[config.mk]
export PLATFORM = sky130hd
export DESIGN_NAME = instr_issuer
export DESIGN_NICKNAME = d
export VERILOG_FILES = /design/src/rtl/instr_issuer.sv
export SDC_FILE = /design/constraint.sdc
export NUM_CORES = 1
export LEC_CHECK = 0
export CORE_ASPECT_RATIO = 0.7
export CORE_MARGIN = 1
export CORE_UTILIZATION = 50
export DETAILED_ROUTE_END_ITERATION = 12
export PLACE_DENSITY = 0.73
export SLEW_MARGIN = 20
export SYNTH_ARGS = -nofsm -noshare
export SYNTH_HDL_FRONTEND = slang
export SYNTH_SLANG_ARGS = --single-unit
[constraint.sdc]
create_clock -name clk -period 2.9 [get_ports clk]
set_input_delay 0.87 -clock clk [delete_from_list [all_inputs] [get_ports clk]]
set_output_delay 0.87 -clock clk [all_outputs]
set_load 0.05 [all_outputs]
[src/rtl/instr_issuer.sv]
// instr_issuer: FIFO-fed issuer driving the cpu in/load/s/w handshake.
// Define INSTR_ISSUER_HALT_EN to treat opcode 3'b111 head words as a halt.
module instr_issuer #(
  parameter int DEPTH   = 8,
  parameter int TIMEOUT = 255
) (
  input  logic                     clk,
  input  logic                     reset,
  input  logic                     wr_valid,
  input  logic [15:0]              wr_data,
  output logic                     wr_ready,
  input  logic                     start,
  output logic                     busy,
  output logic                     done,
  output logic [$clog2(DEPTH):0]   count,
  output logic [15:0]              cpu_in,
  output logic                     cpu_load,
  output logic                     cpu_s,
  input  logic                     cpu_w,
  input  logic [15:0]              cpu_out,
  input  logic                     cpu_N,
  input  logic                     cpu_V,
  input  logic                     cpu_Z,
  output logic [15:0]              res_data,
  output logic [2:0]               res_flags,
  output logic                     res_valid,
  output logic                     timeout
);

  localparam int AW = $clog2(DEPTH);
  localparam int CW = AW + 1;
  localparam int TW = $clog2(TIMEOUT + 1);
  localparam logic [TW-1:0] TMAX = TW'(TIMEOUT);
`ifdef INSTR_ISSUER_HALT_EN
  localparam bit HALT_EN = 1'b1;
`else
  localparam bit HALT_EN = 1'b0;
`endif

  typedef enum logic [2:0] {
    S_IDLE, S_LOAD, S_START, S_LEAVE,
    S_WAIT, S_CAPTURE, S_ERR
  } state_e;

  state_e         state_q, state_d;
  logic [15:0]    mem_q [DEPTH];
  logic [AW-1:0]  rd_ptr_q, rd_ptr_d;
  logic [AW-1:0]  wr_ptr_q, wr_ptr_d;
  logic [CW-1:0]  count_q, count_d;
  logic [TW-1:0]  tcnt_q, tcnt_d;
  logic           pend_q, pend_d;
  logic           wr_ready_q, wr_ready_d;
  logic           busy_q, busy_d;
  logic           done_q, done_d;
  logic [15:0]    cpu_in_q, cpu_in_d;
  logic           cpu_load_q, cpu_load_d;
  logic           cpu_s_q, cpu_s_d;
  logic [15:0]    res_data_q, res_data_d;
  logic [2:0]     res_flags_q, res_flags_d;
  logic           res_valid_q, res_valid_d;
  logic           timeout_q, timeout_d;

  logic           push;
  logic           flush;
  logic [1:0]     pops;
  logic [15:0]    head;
  logic [15:0]    nxt_head;
  logic [CW-1:0]  left;
  logic [TW-1:0]  tinc;

  assign push     = wr_valid && wr_ready_q;
  assign head     = mem_q[rd_ptr_q];
  // Head after this cycle's pop; may be the word being pushed right now.
  assign nxt_head = (count_q > CW'(1)) ? mem_q[rd_ptr_q + AW'(1)]
                                       : wr_data;
  assign left     = count_q - CW'(1) + CW'(push);
  assign tinc     = tcnt_q + TW'(1);

  always_comb begin
    state_d     = state_q;
    tcnt_d      = tcnt_q;
    pend_d      = pend_q;
    pops        = 2'd0;
    flush       = 1'b0;
    done_d      = 1'b0;
    res_valid_d = 1'b0;
    cpu_in_d    = cpu_in_q;
    res_data_d  = res_data_q;
    res_flags_d = res_flags_q;
    timeout_d   = timeout_q;
    unique case (state_q)
      S_IDLE: begin
        if (start || pend_q) begin
          if (count_q == '0) begin
            pend_d = 1'b0;
            done_d = 1'b1;
          end else if (cpu_w) begin
            pend_d = 1'b0;
            if (HALT_EN && head[15:13] == 3'b111) begin
              pops   = 2'd1;
              done_d = 1'b1;
            end else begin
              state_d  = S_LOAD;
              cpu_in_d = head;
            end
          end else begin
            pend_d = 1'b1;
          end
        end
      end
      S_LOAD:  state_d = S_START;
      S_START: begin
        tcnt_d  = '0;
        state_d = S_LEAVE;
      end
      S_LEAVE, S_WAIT: begin
        tcnt_d = tinc;
        if (state_q == S_LEAVE && !cpu_w) begin
          state_d = S_WAIT;
        end else if (state_q == S_WAIT && cpu_w) begin
          state_d = S_CAPTURE;
        end else if (tinc == TMAX) begin
          state_d   = S_ERR;
          timeout_d = 1'b1;
        end
      end
      S_CAPTURE: begin
        res_data_d  = cpu_out;
        res_flags_d = {cpu_N, cpu_V, cpu_Z};
        res_valid_d = 1'b1;
        pops        = 2'd1;
        if (left == '0) begin
          done_d  = 1'b1;
          state_d = S_IDLE;
        end else if (HALT_EN && nxt_head[15:13] == 3'b111) begin
          pops    = 2'd2;
          done_d  = 1'b1;
          state_d = S_IDLE;
        end else begin
          state_d  = S_LOAD;
          cpu_in_d = nxt_head;
        end
      end
      S_ERR: begin
        if (start) begin
          flush     = 1'b1;
          timeout_d = 1'b0;
          state_d   = S_IDLE;
        end
      end
      default: state_d = S_IDLE;
    endcase

    wr_ptr_d = wr_ptr_q + AW'(push);
    if (flush) begin
      rd_ptr_d = wr_ptr_q;
      count_d  = CW'(push);
    end else begin
      rd_ptr_d = rd_ptr_q + AW'(pops);
      count_d  = count_q + CW'(push) - CW'(pops);
    end

    wr_ready_d = (count_d != CW'(DEPTH));
    busy_d     = (state_d != S_IDLE);
    cpu_load_d = (state_d == S_LOAD);
    cpu_s_d    = (state_d == S_START);
  end

  always_ff @(posedge clk) begin
    if (push) mem_q[wr_ptr_q] <= wr_data;
  end

  always_ff @(posedge clk or negedge reset) begin
    if (!reset) begin
      state_q     <= S_IDLE;
      rd_ptr_q    <= '0;
      wr_ptr_q    <= '0;
      count_q     <= '0;
      tcnt_q      <= '0;
      pend_q      <= 1'b0;
      wr_ready_q  <= 1'b1;
      busy_q      <= 1'b0;
      done_q      <= 1'b0;
      cpu_in_q    <= '0;
      cpu_load_q  <= 1'b0;
      cpu_s_q     <= 1'b0;
      res_data_q  <= '0;
      res_flags_q <= '0;
      res_valid_q <= 1'b0;
      timeout_q   <= 1'b0;
    end else begin
      state_q     <= state_d;
      rd_ptr_q    <= rd_ptr_d;
      wr_ptr_q    <= wr_ptr_d;
      count_q     <= count_d;
      tcnt_q      <= tcnt_d;
      pend_q      <= pend_d;
      wr_ready_q  <= wr_ready_d;
      busy_q      <= busy_d;
      done_q      <= done_d;
      cpu_in_q    <= cpu_in_d;
      cpu_load_q  <= cpu_load_d;
      cpu_s_q     <= cpu_s_d;
      res_data_q  <= res_data_d;
      res_flags_q <= res_flags_d;
      res_valid_q <= res_valid_d;
      timeout_q   <= timeout_d;
    end
  end

  assign wr_ready  = wr_ready_q;
  assign busy      = busy_q;
  assign done      = done_q;
  assign count     = count_q;
  assign cpu_in    = cpu_in_q;
  assign cpu_load  = cpu_load_q;
  assign cpu_s     = cpu_s_q;
  assign res_data  = res_data_q;
  assign res_flags = res_flags_q;
  assign res_valid = res_valid_q;
  assign timeout   = timeout_q;

endmodule

Word-level counts from Yosys, hierarchy flattened
Memory sizes are Yosys's and may differ from the RTL's.
Index checks and enable logic that the tools add are counted.
{"block": "word_totals", "mem_count": 1, "reg_bits": 64, "wordCells": 95, "romBits": 0, "out_inout_bits": 46, "latchBits": 0, "mem_bits_rw": 128, "in_bits": 40}
{"memory": "mem_q", "words": 8, "width": 16, "rd": 2, "rd_clocked_by_memory_dff": 0, "wr": 1, "line": "46", "source": "logic [15:0] mem_q [DEPTH];"}
{"block": "op_classes", "div": 0, "n_reduce_logical": 16, "shifts": 0, "n_eq_ne": 18, "bitwise_logic": 0, "add_sub_neg": 8, "multipliers": 0, "n_mux": 35, "order_cmp": 1}
{"op": "2-to-1 mux 16 bit", "n": 5}
{"op": "case mux 16 bit (2 select lines)", "n": 1}
{"op": "2-to-1 mux 3 bit", "n": 8}
{"op": "case mux 3 bit (6 select lines)", "n": 1}
{"op": "2-to-1 mux 1 bit", "n": 16}
{"op": "!= test 2 bit, second input constant", "n": 8}
{"op": "case mux 8 bit (2 select lines)", "n": 1}
{"op": "AND reduction 5 bit", "n": 2}
{"op": "== test 3 x 2 -> 1 bit, second input constant", "n": 3}
{"op": "== test 3 bit, second input constant", "n": 3}
{"op": "adder 4 x 1 -> 4 bit", "n": 2}
{"op": "adder 8 x 1 -> 8 bit, second input constant", "n": 1}
{"op": "== test 8 bit, second input constant", "n": 1}
{"op": "logical NOT 4 bit", "n": 2}
{"op": "== test 3 x 1 -> 1 bit, second input constant", "n": 2}
{"op": "nonzero test 2 bit", "n": 3}
{"op": "> comparator 4 x 1 -> 1 bit, second input constant", "n": 1}
{"op": "2-to-1 mux 4 bit", "n": 1}
{"op": "!= test 4 bit, second input constant", "n": 1}
{"op": "case mux 1 bit (2 select lines)", "n": 2}
{"op": "subtractor 4 x 1 -> 4 bit, second input constant", "n": 1}
{"op": "subtractor 4 x 2 -> 4 bit", "n": 1}
{"op": "adder 3 x 1 -> 3 bit", "n": 1}
{"op": "adder 3 x 1 -> 3 bit, second input constant", "n": 1}
{"op": "other kinds (8)", "n": 10}

Logic depth before layout (Yosys ltp)
{"block": "logic_depth", "ltp_word": 7, "ltp_mapped": 13, "depth_no_buf": 11}

Worst setup path after synthesis
Ideal clock, no wire load.
{"block": "synth_timing", "kind": "input port to flip-flop", "start": "in wr_valid", "end": "mem mem_q[0][0], enable pin", "n_path_buf": 0, "setup_ps": 409, "stages": 3, "path_slack_ps": 65, "arrival_ps": 2426, "required_time_ps": 2491, "cell_sequence": "nand2_1 or2_2 nor3_1"}
{"block": "synth_via", "elab_chain_cells": 3}
{"item": "start, declared", "line": "9", "source": "input logic wr_valid,"}
{"item": "logical AND 1 bit", "line": "71", "source": "assign push = wr_valid && wr_ready_q;"}
{"item": "2-to-1 mux 1 bit", "line": "170", "source": "if (push) mem_q[wr_ptr_q] <= wr_data;"}
{"item": "2-to-1 mux 1 bit (implied by the code)", "line": "170"}
{"item": "end, declared", "line": "46"}
No other way between the ends.

Final worst setup path
{"block": "layout_timing", "start": "in wr_valid", "end": "reg wr_ready_q (netlist: wr_ready)"}
{"block": "layout_via", "elab_chain_cells": 5}
{"item": "logical AND 1 bit", "line": "71"}
{"item": "adder 4 x 1 -> 4 bit", "line": "160", "source": "count_d = count_q + CW'(push) - CW'(pops);"}
{"item": "subtractor 4 x 2 -> 4 bit", "line": "160"}
{"item": "2-to-1 mux 4 bit", "line": "155", "source": "if (flush) begin"}
{"item": "named net count_d[2]", "line": "49", "source": "logic [CW-1:0] count_q, count_d;"}
{"item": "!= test 4 bit", "line": "163", "source": "wr_ready_d = (count_d != CW'(DEPTH));"}
{"item": "named net wr_ready_d", "line": "52", "source": "logic wr_ready_q, wr_ready_d;"}
{"item": "end signal, assigned", "line": "198", "source": "wr_ready_q <= wr_ready_d;"}
{"item": "end, declared", "line": "52"}
The timed path passes the listed nets, and every way through them passes these cells.
A chain may end at the register's enable or synchronous reset.

==> results.yml <==
synth:
  syn_avg_cell_area_um2: 13.0
  synth_top_area_share_pct: 40.5
  synth-edff-count: 128
  synth_ff_type: "edfxtp_1"
  syn_inst: 731
  synth_top_family_by_area: "multiplexers"
  synthMuxAreaShare_pct: 17.1
  synth_top_area_cell: "edfxtp_1"
  synth_cell_types: 63
  ys_ff_latch: 192
  synth_simple_gate_area_share_pct: 11.1
  async_reset_ff_share_pct: 33.3
  synth_compound_area_share_pct: 7.30
  yosysSeqAreaShare_pct: 57.4
  synth_warnings: 0
  synth_fa_ha_area_share_pct: 2.32
  syn_area_um2: 9500
  synth_xor_area_share_pct: 1.17
  syn_nets: 788
  synth_area_leaders: "edfxtp_1, dfrtp_1, mux4_2, mux2i_1, nand2_1"
cts:
  insertion_delay_ps: 440
  cts_setup_buffers: 0
  cts_buffers: 17
  cts_tree: "done"
  clkSinkCount: 192
  cts-root-buf: "clkbuf_16"
  cts_buffer_depth: 2
  htreeDepth: 4
  clk_pin_slew_worst_paths_ps: 70
sta:
  post-route-min-period_ps: 2830
  layout_setup_ws_ps: 67.1
  worst_slew_pin_slew_ps: 829
  final_max_slew_viol_count: 0
  rsz0062_at_grt: "no"
  setup_viol: 0
  slew_headroom_pct: 44.5
  fin_crit_sh_pct: 97.7
  finClkSkew_ps: 12.8
  max_freq_mhz: 353
  hold_viol: 0
setup_path:
  crit_fanout: 4
  crit_required_ps: 3250
  critical_path_arrival_ps: 3180
  crit_end: "wr_ready$_DFF_PN1_"
  path_cells: "clkdlybuf4s50_1 -> nand2_2 -> ha_1 -> inv_1 -> ha_1 -> fa_1 -> xor2_1 -> a31oi_1 -> or4b_1"
  critPathKind: "in -> reg"
  r2r_start: "wr_ready$_DFF_PN1_"
  worstReg2RegEnd: "wr_ready$_DFF_PN1_"
  worstSetupStartpointType: "input port"
  critPathSlowestCell: "or4b_1"
  end_kind: "flip-flop"
  rrSetupSlack_ps: 420
  critical_path.startpoint: "wr_valid"
  cp_common_cell: "ha_1"
  cpPeakStageDelay_ps: 540
  ff2ff_path_depth: 8
placement:
  gp_congestion: 0.883
  dp.final_hpwl_mm: 14.5
  place_inst: 1037
  dpl_worst_slack_ps: -419
  port-buffer-count: 85
power:
  switching_share_pct: 41.9
  pwr-share-clk_pct: 17.8
  switchingPower_mw: 5.74
  p_comb_share_pct: 52.7
  p_int_mw: 7.95
  p_leak_nw: 4.37
  ir_worst_vdd_uv: 700
  p_total_mw: 13.7
  cellPowerDensity_nw_per_um2: 1210
  pwr-share-seq_pct: 29.5
finish:
  n_antenna_cell: 0
  final_nets: 877
  area_delta_synth_final_pct: 19.3
  layoutNonFillerInstCount: 1069
  drive_gt1_share_pct: 17.2
  final_common_cell: "edfxtp_1"
  fill_cells: 1370
  final_cell_mix: "edfxtp_1, nand2_1, clkdlybuf4s50_1"
floorplan:
  die_width_um: 167
  die-area_um2: 19600
  coreArea_um2: 18300
  rows: 41
  initial_utilization_pct: 51.8
  die_h_um: 117
  ios: 86
drt:
  drtIter0Drc: 656
  drt-vias-per-instance: 6.19
  drcViolationCount: 0
  antenna_left: 0
  wirelength_mm: 22.4
  num_vias: 6615
  wl_per_cell_um: 20.9
  dr.pass1.iters: 5
global_routing:
  grt_pass1_vias: 6706
  grt_pass1_wl_mm: 35.6
  grt_max_degree: 65
  grt_overflow: 0
  antenna_found_initial: 0
  grt_usage_pct: 24.1
run:
  drv_cap: 0
hold_path:
  hp-class: "in -> async"
outcome:
  status: "finished, final reports clean"
[what timing repair did]
item	in CTS	in global routing
hold buffers	0	0
setup endpoints to repair	0	1
resized for setup	0	1
[critical path, delay by kind of cell]
kind / cells / cell delay, ps
adders and majority gates: 3 / 870
AOI/OAI and AO/OA: 1 / 100
xor gates and xnor gates: 1 / 200
and+or+nand+nor: 2 / 630
buffers and inverters: 2 / 510
[power by group through the flow]
stage,clock network [mW],registers [mW],logic (mW)
2_1_floorplan,0,5.05,4.17
3_3_place_gp,0,4.04,7.01
3_5_place_dp,0,4.08,7.19
4_1_cts,2.47,4.03,7.23
5_1_grt,2.57,4.10,7.73
6_report,2.44,4.03,7.22
[routing by layer]
| metal | track usage, % | share of wire, % |
|---|---|---|
| met5 | 0 | 0 |
| met3 | 5.28 | 7.3 |
| met1 | 33.0 | 44 |
| met4 | 7.90 | 1.6 |
| met2 | 38.9 | 47 |
[worst min path at each step]
| stage | end | slack, ps | depth (start not counted) |
|---|---|---|---|
| after floorplan | pend_q$_DFFE_PN0P_ | 490 | 2 |
| after global placement | res_data[12]$_DFFE_PN0P_ | 460 | 2 |
| after detailed placement | res_flags[2]$_DFFE_PN0P_ | 460 | 2 |
| after CTS | cpu_in[9]$_DFFE_PN0P_ | 440 | 2 |
| after global routing | cpu_in[10]$_DFFE_PN0P_ | 460 | 2 |
| final | cpu_in[9]$_DFFE_PN0P_ | 410 | 2 |
[cells by family (layout without fill, tap and decap cells)]
family	count (synthesis)	after routing
AOI/OAI and AO/OA	105	105
and+or+nand+nor	219	219
DFF	192	192
muxes	117	117
xor gates and xnor gates	11	11
adders and majority gates	17	17
buffers and inverters	70	172
[through the flow]
stage / area [µm²] / utilization, % / TNS, ps / hold WS [ps]
6_report: 11300 / 61.9 / 0 / 411
5_1_grt: 11300 / 61.9 / 0 / 458
4_1_cts: 11300 / 61.9 / 0 / 436
3_5_place_dp: 10700 / 58.5 / -4790 / 462
3_3_place_gp: 10700 / 58.5 / -3400 / 456
2_1_floorplan: 9500 / - / 0 / 489
[layout make-up]
| cell class | instances | area (µm²) | share of cell area, % |
|---|---|---|---|
| inverters | 16 | 60.1 | 0.530 |
| repair buffers | 124 | 1190 | 10.5 |
| well taps | 236 | 295 | 2.61 |
| multi-input cells | 469 | 3730 | 32.9 |
| flip-flops and latches | 192 | 5450 | 48.1 |
| clock inverters | 13 | 159 | 1.40 |
| clock buffers | 19 | 453 | 4.00 |
[flip-flops by register name (all words and copies together) (netlist names)]
name and cells:
mem_q 128, cpu_in 16, res_data 16, tcnt_q 8, count 4, rd_ptr_q 3, res_flags 3, state_q 3
wr_ptr_q 3, busy 1, cpu_load 1, cpu_s 1, done 1, pend_q 1, res_valid 1, timeout 1
wr_ready 1
[cells in the mapped netlist (all sizes together), types with 4 or more instances]
cell type	number
nand4	17
dfrtp	63
xor2	4
mux2i	67
nand2b	5
nor3	8
and3	4
nand2	106
a21oi	33
a31oi	17
clkbuf	20
o31ai	4
mux4	32
mux2	18
nand3	58
ha	16
buf	34
a32oi	16
inv	16
xnor2	7
edfxtp	128
nor2	12
o21ai	13
No activity file was read; power rests on OpenSTA's default activity.
